### config.mk
export PLATFORM = sky130hd
export DESIGN_NAME = capi_get_xfer_trk_flat
export DESIGN_NICKNAME = d
export VERILOG_FILES = /design/src/rtl/capi_get_xfer_trk_pkg.sv /design/src/rtl/capi_get_xfer_trk_if.sv /design/src/rtl/capi_get_trk_fifo.sv /design/src/rtl/capi_get_xfer_trk.sv /design/src/flat_wrapper.sv
export SDC_FILE = /design/constraint.sdc
export NUM_CORES = 1
export LEC_CHECK = 0
export ABC_AREA = 1
export BUFFER_PORTS_ARGS = -buffer_cell sky130_fd_sc_hd__buf_2
export CAP_MARGIN = 30
export CORE_ASPECT_RATIO = 0.75
export CORE_UTILIZATION = 50
export CTS_CLUSTER_DIAMETER = 80
export DETAILED_ROUTE_END_ITERATION = 8
export PLACE_DENSITY = 0.68
export SYNTH_ARGS = -nofsm -noshare
export SYNTH_HDL_FRONTEND = slang
export SYNTH_HIERARCHICAL = 1
export SYNTH_SLANG_ARGS = --single-unit
export TNS_END_PERCENT = 10
### constraint.sdc
create_clock -name clk -period 10.4 [get_ports clk]
set_input_delay 0.52 -clock clk [delete_from_list [all_inputs] [get_ports clk]]
set_output_delay 0.52 -clock clk [all_outputs]
set_load 0.005 [all_outputs]
### src/rtl/capi_get_xfer_trk_pkg.sv
// Shared constants for the CAPI get-transfer tracker: FSM encoding and beat width.
package capi_get_pkg;

   localparam int BEAT_W   = 130;
   localparam int FIFO_W   = BEAT_W + 4 + 1;
   localparam int ST_COUNT = 3;

   typedef enum logic [1:0] {
      ST_IDLE = 2'd0,
      ST_XFER = 2'd1,
      ST_HOLD = 2'd2
   } state_t;

   // Odd parity, matching the capi_parity_gen convention.
   function automatic logic par_odd(input logic [63:0] d);
      return ~(^d);
   endfunction

endpackage

### src/rtl/capi_get_xfer_trk_if.sv
// Beat-in, beat-out and completion channels of the get-transfer tracker.
interface capi_get_xfer_trk_if #(
   parameter int rc_width   = 8,
   parameter int bcnt_width = 24
);
   import capi_get_pkg::*;

   logic                    i_v, i_r, i_e;
   logic [0:BEAT_W-1]       i_d;
   logic [0:3]              i_c;
   logic [0:rc_width-1]     i_rc;
   logic [0:bcnt_width-1]   i_bcnt;
   logic                    o_v, o_r, o_e;
   logic [0:BEAT_W-1]       o_d;
   logic [0:3]              o_c;
   logic                    c_v, c_r, c_perror;
   logic [0:rc_width-1]     c_rc;
   logic [0:bcnt_width-1]   c_bcnt;
   logic [0:11]             c_beats;

   modport slave (
      input  i_v, i_d, i_c, i_e, i_rc, i_bcnt, o_r, c_r,
      output i_r, o_v, o_d, o_c, o_e, c_v, c_rc, c_bcnt, c_beats, c_perror
   );
   modport master (
      output i_v, i_d, i_c, i_e, i_rc, i_bcnt, o_r, c_r,
      input  i_r, o_v, o_d, o_c, o_e, c_v, c_rc, c_bcnt, c_beats, c_perror
   );
endinterface

### src/rtl/capi_get_trk_fifo.sv
// Registered-state FIFO; ready reflects fullness only, so a read never frees a slot the same cycle.
module capi_get_trk_fifo #(
   parameter int width     = 135,
   parameter int depth_lg2 = 3
) (
   input  logic             clk,
   input  logic             reset,
   input  logic             i_wv,
   output logic             o_wr,
   input  logic [width-1:0] i_wd,
   output logic             o_rv,
   input  logic             i_rr,
   output logic [width-1:0] o_rd
);
   localparam int DEPTH = 2 ** depth_lg2;

   logic [width-1:0]   r_mem [0:DEPTH-1];
   logic [depth_lg2:0] r_wp, r_rp;
   logic               w_full, w_empty, w_wen, w_ren;

   assign w_empty = (r_wp == r_rp);
   assign w_full  = (r_wp[depth_lg2] != r_rp[depth_lg2]) &&
                    (r_wp[depth_lg2-1:0] == r_rp[depth_lg2-1:0]);
   assign o_wr    = ~w_full;
   assign o_rv    = ~w_empty;
   assign w_wen   = i_wv & ~w_full;
   assign w_ren   = i_rr & ~w_empty;
   assign o_rd    = r_mem[r_rp[depth_lg2-1:0]];

   // Pointer update
   always_ff @(posedge clk or posedge reset) begin
      if (reset) begin
         r_wp <= {(depth_lg2+1){1'b0}};
         r_rp <= {(depth_lg2+1){1'b0}};
      end else begin
         if (w_wen) r_wp <= r_wp + {{depth_lg2{1'b0}}, 1'b1};
         if (w_ren) r_rp <= r_rp + {{depth_lg2{1'b0}}, 1'b1};
      end
   end

   // Storage write
   always_ff @(posedge clk) begin
      if (w_wen) r_mem[r_wp[depth_lg2-1:0]] <= i_wd;
   end
endmodule

### src/rtl/capi_get_xfer_trk.sv
// Tracks one CAPI get transfer: buffers beats, collects rc/bcnt/beat count, issues a completion.
// Optional parity checking is built when CAPI_GET_XFER_PARCHK_EN is defined.
module capi_get_xfer_trk
   import capi_get_pkg::*;
#(
   parameter int rc_width   = 8,
   parameter int bcnt_width = 24,
   parameter int depth_lg2  = 3
) (
   input  logic                clk,
   input  logic                reset,
   capi_get_xfer_trk_if.slave  bus,
   output logic                o_perror
);
   state_t                r_state, w_next;
   logic                  r_rdy, r_eout, w_acc, w_to_idle, w_fifo_wr, w_fifo_rv, w_oe_done;
   logic [FIFO_W-1:0]     w_fifo_rd;
   logic [11:0]           r_cnt;
   logic [0:rc_width-1]   r_rc;
   logic [0:bcnt_width-1] r_bcnt;

   assign bus.i_r   = r_rdy & w_fifo_wr & (r_state != ST_HOLD);
   assign w_acc     = bus.i_v & bus.i_r;
   assign bus.o_v   = w_fifo_rv;
   assign {bus.o_d, bus.o_c, bus.o_e} = w_fifo_rd;
   assign w_oe_done = bus.o_v & bus.o_r & bus.o_e;
   assign bus.c_v   = (r_state == ST_HOLD) & r_eout;
   assign bus.c_rc    = r_rc;
   assign bus.c_bcnt  = r_bcnt;
   assign bus.c_beats = r_cnt;

   capi_get_trk_fifo #(.width(FIFO_W), .depth_lg2(depth_lg2)) u_fifo (
      .clk   (clk),
      .reset (reset),
      .i_wv  (w_acc),
      .o_wr  (w_fifo_wr),
      .i_wd  ({bus.i_d, bus.i_c, bus.i_e}),
      .o_rv  (w_fifo_rv),
      .i_rr  (bus.o_r),
      .o_rd  (w_fifo_rd)
   );

   // Next-state decode
   always_comb begin
      w_next    = r_state;
      w_to_idle = 1'b0;
      case (r_state)
         ST_IDLE: if (w_acc) w_next = bus.i_e ? ST_HOLD : ST_XFER; else w_next = ST_IDLE;
         ST_XFER: if (w_acc && bus.i_e) w_next = ST_HOLD; else w_next = ST_XFER;
         ST_HOLD: begin
            if (bus.c_v && bus.c_r) begin
               w_next    = ST_IDLE;
               w_to_idle = 1'b1;
            end else begin
               w_next    = ST_HOLD;
            end
         end
         default: w_next = ST_IDLE;
      endcase
   end

   // State and completion-record registers
   always_ff @(posedge clk or posedge reset) begin
      if (reset) begin
         r_state <= ST_IDLE;
         r_rdy   <= 1'b0;
         r_eout  <= 1'b0;
         r_cnt   <= 12'd0;
         r_rc    <= {rc_width{1'b0}};
         r_bcnt  <= {bcnt_width{1'b0}};
      end else begin
         r_state <= w_next;
         r_rdy   <= 1'b1;
         if (w_to_idle)      r_eout <= 1'b0;
         else if (w_oe_done) r_eout <= 1'b1;
         if (w_to_idle)                        r_cnt <= 12'd0;
         else if (w_acc && r_cnt != 12'd4095)  r_cnt <= r_cnt + 12'd1;
         // Only the first nonzero return code of a transfer is kept.
         if (w_to_idle)                                r_rc <= {rc_width{1'b0}};
         else if (w_acc && r_rc == {rc_width{1'b0}})   r_rc <= bus.i_rc;
         if (w_acc && bus.i_e) r_bcnt <= bus.i_bcnt;
      end
   end

`ifdef CAPI_GET_XFER_PARCHK_EN
   logic w_perr, r_cperr, r_operr;

   assign w_perr = w_acc & ((par_odd(bus.i_d[0:63])   != bus.i_d[128]) |
                            (par_odd(bus.i_d[64:127]) != bus.i_d[129]));
   assign bus.c_perror = r_cperr;
   assign o_perror     = r_operr;

   // Per-transfer and sticky parity error flags
   always_ff @(posedge clk or posedge reset) begin
      if (reset) begin
         r_cperr <= 1'b0;
         r_operr <= 1'b0;
      end else begin
         if (w_to_idle)   r_cperr <= 1'b0;
         else if (w_perr) r_cperr <= 1'b1;
         if (w_perr)      r_operr <= 1'b1;
      end
   end
`else
   assign bus.c_perror = 1'b0;
   assign o_perror     = 1'b0;
`endif
endmodule

### src/flat_wrapper.sv
// flat-port wrapper written by rule: the top's interface ports become plain ports
module capi_get_xfer_trk_flat import capi_get_pkg::*;
#(
   parameter int rc_width   = 8,
   parameter int bcnt_width = 24,
   parameter int depth_lg2  = 3
)
  (clk, reset, o_perror, bus_i_v, bus_i_d, bus_i_c, bus_i_e, bus_i_rc, bus_i_bcnt, bus_o_r, bus_c_r, bus_i_r, bus_o_v, bus_o_d, bus_o_c, bus_o_e, bus_c_v, bus_c_rc, bus_c_bcnt, bus_c_beats, bus_c_perror);
  capi_get_xfer_trk_if #(.rc_width(rc_width), .bcnt_width(bcnt_width)) bus_i ();
  input  logic clk;
  input  logic reset;
  output logic o_perror;
  input wire logic [$bits(bus_i.i_v)-1:0] bus_i_v;
  input wire logic [$bits(bus_i.i_d)-1:0] bus_i_d;
  input wire logic [$bits(bus_i.i_c)-1:0] bus_i_c;
  input wire logic [$bits(bus_i.i_e)-1:0] bus_i_e;
  input wire logic [$bits(bus_i.i_rc)-1:0] bus_i_rc;
  input wire logic [$bits(bus_i.i_bcnt)-1:0] bus_i_bcnt;
  input wire logic [$bits(bus_i.o_r)-1:0] bus_o_r;
  input wire logic [$bits(bus_i.c_r)-1:0] bus_c_r;
  output wire logic [$bits(bus_i.i_r)-1:0] bus_i_r;
  output wire logic [$bits(bus_i.o_v)-1:0] bus_o_v;
  output wire logic [$bits(bus_i.o_d)-1:0] bus_o_d;
  output wire logic [$bits(bus_i.o_c)-1:0] bus_o_c;
  output wire logic [$bits(bus_i.o_e)-1:0] bus_o_e;
  output wire logic [$bits(bus_i.c_v)-1:0] bus_c_v;
  output wire logic [$bits(bus_i.c_rc)-1:0] bus_c_rc;
  output wire logic [$bits(bus_i.c_bcnt)-1:0] bus_c_bcnt;
  output wire logic [$bits(bus_i.c_beats)-1:0] bus_c_beats;
  output wire logic [$bits(bus_i.c_perror)-1:0] bus_c_perror;
  assign bus_i.i_v = bus_i_v;
  assign bus_i.i_d = bus_i_d;
  assign bus_i.i_c = bus_i_c;
  assign bus_i.i_e = bus_i_e;
  assign bus_i.i_rc = bus_i_rc;
  assign bus_i.i_bcnt = bus_i_bcnt;
  assign bus_i.o_r = bus_o_r;
  assign bus_i.c_r = bus_c_r;
  assign bus_i_r = bus_i.i_r;
  assign bus_o_v = bus_i.o_v;
  assign bus_o_d = bus_i.o_d;
  assign bus_o_c = bus_i.o_c;
  assign bus_o_e = bus_i.o_e;
  assign bus_c_v = bus_i.c_v;
  assign bus_c_rc = bus_i.c_rc;
  assign bus_c_bcnt = bus_i.c_bcnt;
  assign bus_c_beats = bus_i.c_beats;
  assign bus_c_perror = bus_i.c_perror;
  capi_get_xfer_trk #(.rc_width(rc_width), .bcnt_width(bcnt_width), .depth_lg2(depth_lg2)) u_core (.clk(clk), .reset(reset), .bus(bus_i), .o_perror(o_perror));
endmodule
==> impl_metrics.csv <==
group,metric,value,unit
routing,dr.pass1.iters,7,
sta,hold_ws,0.0753,ns
sta,clock_skew,0.0234,ns
min_path,hold_class,"in2reg",
worst_setup_path,arrival,5.28,ns
sta,hold_viol,0,
power_and_ir_drop,power_leakage,0.0177,µW
yosys,avgSynthCellArea,13.0,µm²
yosys,synth_top_cell_area_share,73.5,%
worst_setup_path,criticalPathCategory,"reg2out",
placement,hpwlAfterDp,51600,µm
floorplan,start_util,50.9,%
sta,setup_viol,0,
floorplan,dieArea,0.0894,mm²
clocking,insertion_delay,0.68,ns
power_and_ir_drop,p_sw_share,34.7,%
sta,max_freq,172,MHz
run_status,status,"finished clean",
global_route,grt_max_degree,231,
clocking,clkTransAtPathRegs,0.07,ns
global_route,overflow,0,
global_route,track_usage,22.4,%
clocking,cts_buffers,107,
sta,tightest_slew,1.24,ns
worst_setup_path,worstSetupPathDepth,9,
yosys,netlist_area,0.0441,mm²
sta,rsz0062_at_grt,"false",
worst_setup_path,path_cells,"inv_8, buf_4, buf_4, buf_4, o21ai_0, o22ai_1, nand2_1, nand2_1, buf_2",
cells_and_area,drive_above_1_share,14.9,%
clocking,post_cts_resized,0,
floorplan,fp.dieH,259,µm
power_and_ir_drop,powerDensity,271,mW/mm²
worst_setup_path,cp-end-kind,"output pin",
min_path,min_path_cells,3,
worst_setup_path,worst_r2r_path_depth,11,
yosys,synth-async-reset-ratio,4.93,%
power_and_ir_drop,p_switching,4730,µW
yosys,synth_area_leaders,"edfxtp_1, o21ai_0, nor2_1",
power_and_ir_drop,p_seq_share,41.4,%
worst_setup_path,crit_path_start_kind,"flop",
sta,min_period_over_period,55.8,%
routing,viasPerCell,5.62,
global_route,antenna_found_initial,25,
worst_setup_path,slowest_delay,0.78,ns
floorplan,die_w,345,µm
yosys,ys_ff_latch,1136,
routing,drc,0,
clocking,root_buffer,"clkbuf_16",
global_route,grt_pass1_wl,154000,µm
cells_and_area,syn2layout_area_growth,13.7,%
sta,relSlewSlack,17.2,%
worst_setup_path,crit_required,9.88,ns
routing,num_vias,27619,
power_and_ir_drop,p_int,8870,µW
worst_setup_path,crit_slowest_cell,"buf_4",
floorplan,io_pins,356,
worst_setup_path,cpMostUsedCell,"buf_4",
power_and_ir_drop,clock_power_share,28.0,%
clocking,h-tree-depth,3,
routing,drtAntennaViolNets,0,
placement,io_buffer_count,353,
clocking,clockBufferDepth,3,
yosys,synth_cell_types,33,
worst_setup_path,crit_path_max_fanout,166,
placement,gp_congestion,0.784,
sta,maxSlewViolCount,0,
yosys,synth_edf_count,1080,
routing,wl,102000,µm
yosys,synth_flop_cell,"edfxtp_1",
job,max_cap_violations,0,
yosys,synth_warnings,6,
power_and_ir_drop,pwr-share-comb,30.7,%
floorplan,core-area,0.0866,mm²
cells_and_area,nNetsFinal,3846,
worst_setup_path,crit_family,"buffers and inverters",
global_route,grt_pass1_vias,26040,
sta,fin_tns_setup,0,ns
floorplan,rows,93,
yosys,yosysTopAreaCell,"edfxtp_1",
yosys,netlist_instances,3394,
clocking,cts_tree,"done",
clocking,cts.sinks,1136,
sta,period_needed,5.80,ns
cells_and_area,fillers,6856,
yosys,ys_seq_area_share,76.7,%
worst_setup_path,critPathBufInv,5,
routing,drt-initial-drc-count,2487,
power_and_ir_drop,irDropWorstVdd,0.203,mV
routing,avgRoutedWirePerCell,20.7,µm
==> cell usage after synthesis, drive strengths merged, types with 4 or more instances <==
master and count:
dfrtp 56, xor2 5, o21ai 552, nor2 564, buf 110, clkbuf 113
edfxtp 1080, nand4 7, inv 25, nand2 534, o22ai 270, xnor2 4
nand3 58
==> kinds of logic (layout without fill, tap and decap cells) <==
family	Yosys count	after routing	share of synthesized area [%]
AO/OA/AOI/OAI	823	823	10.1
XOR/XNOR	9	9	0.179
adder cells (fa/ha/maj)	3	3	0.0851
buffers and inverters	249	613	2.60
flip-flops	1136	1136	76.7
other	2	17	0.0170
AND/OR/NAND/NOR	1172	1172	10.3
==> per-layer routing <==
layer | part of all wire, % | wire, µm | track usage (%)
met5 | 0.14 | 138 | 0
met4 | 2.1 | 2090 | 5.79
met3 | 7.8 | 7940 | 4.98
met2 | 46 | 46600 | 34.5
met1 | 44 | 45100 | 32.6
==> path summary, 6_finish.rpt <==
| path | start | end | slack [ns] |
|---|---|---|---|
| setup / recovery | u_core/u_fifo/r_rp[0]$_DFFE_PP0P_ | bus_o_d[4] | 4.60 |
| setup reg to reg | u_core/u_fifo/r_rp[1]$_DFFE_PP0P_ | u_core/u_fifo/r_mem[4][60]$_DFFE_PP_ | 5.41 |
| hold / removal | bus_i_bcnt[17] | u_core/bus.c_bcnt[6]$_DFFE_PP0P_ | 0.08 |
| max in group asynchronous | reset | u_core/bus.c_bcnt[23]$_DFFE_PP0P_ | 9.35 |
| min in group asynchronous | reset | u_core/u_fifo/r_rp[1]$_DFFE_PP0P_ | 0.39 |
| hold reg to reg | u_core/bus.c_bcnt[16]$_DFFE_PP0P_ | u_core/bus.c_bcnt[16]$_DFFE_PP0P_ | 0.46 |
==> worst min-delay path, stage by stage <==
cell and delay (ns):
buf_2 0.07, nand3_1 0.07, nand2_1 0.06
==> cell usage in the layout, fill, tap and decap left out, drive strengths merged <==
cell / n
ha: 3
nor2: 564
xnor2: 4
dlygate4sd3: 1
clkinvlp: 8
a21oi: 1
nand4: 7
clkbuf: 133
buf: 389
o21ai: 552
edfxtp: 1080
xor2: 5
o22ai: 270
nor3: 1
nand3: 58
and3: 1
inv: 27
nand3b: 3
conb: 3
and2: 3
nand2: 534
clkinv: 47
nor2b: 1
diode: 14
bufinv: 8
dfrtp: 56
==> stage by stage <==
stage	area (µm²)	util (%)	setup slack (ns)	instances	power (µW)
4_1_cts	50100	57.9	4.60	4898	13700
3_3_place_gp	46700	53.9	5.40	4699	9810
5_1_grt	50100	57.9	4.23	4905	14300
6_report	50200	57.9	4.60	4913	13600
3_5_place_dp	46700	53.9	5.33	4700	9880
2_1_floorplan	44100	-	2.49	3395	8400
==> registers in the layout, summed over array words and instances (netlist names), 2 cells and up <==
signal,count
u_core/u_fifo/r_mem,1080
u_core/bus.c_bcnt,24
u_core/bus.c_beats,12
u_core/bus.c_rc,8
u_core/u_fifo/r_rp,4
u_core/u_fifo/r_wp,4
u_core/r_state,2
==> cell type report <==
class | instances | area (µm²) | share of cell area, %
Clock inverter | 64 | 558 | 1.11
Tap cell | 1140 | 1430 | 2.84
Antenna cell | 14 | 35.0 | 0.0698
Timing Repair Buffer | 390 | 2140 | 4.27
Inverter | 26 | 125 | 0.249
Sequential cell | 1136 | 33800 | 67.5
Multi-Input combinational cell | 2010 | 9180 | 18.3
Clock buffer | 133 | 2850 | 5.68
==> power groups by stage <==
stage / combinational [µW] / clock (µW) / sequential (µW)
finish: 4170 / 3800 / 5620
global route: 4640 / 4040 / 5660
CTS: 4180 / 3860 / 5620
detailed placement: 4160 / 0 / 5720
global placement: 4100 / 0 / 5710
floorplan: 2720 / 0 / 5670
==> timing repair <==
action,4_1_cts,5_1_grt
buffers inserted,0,0
hold buffers,1,0
hold endpoints to repair,8,0
(Power assumes the default switching activity.)
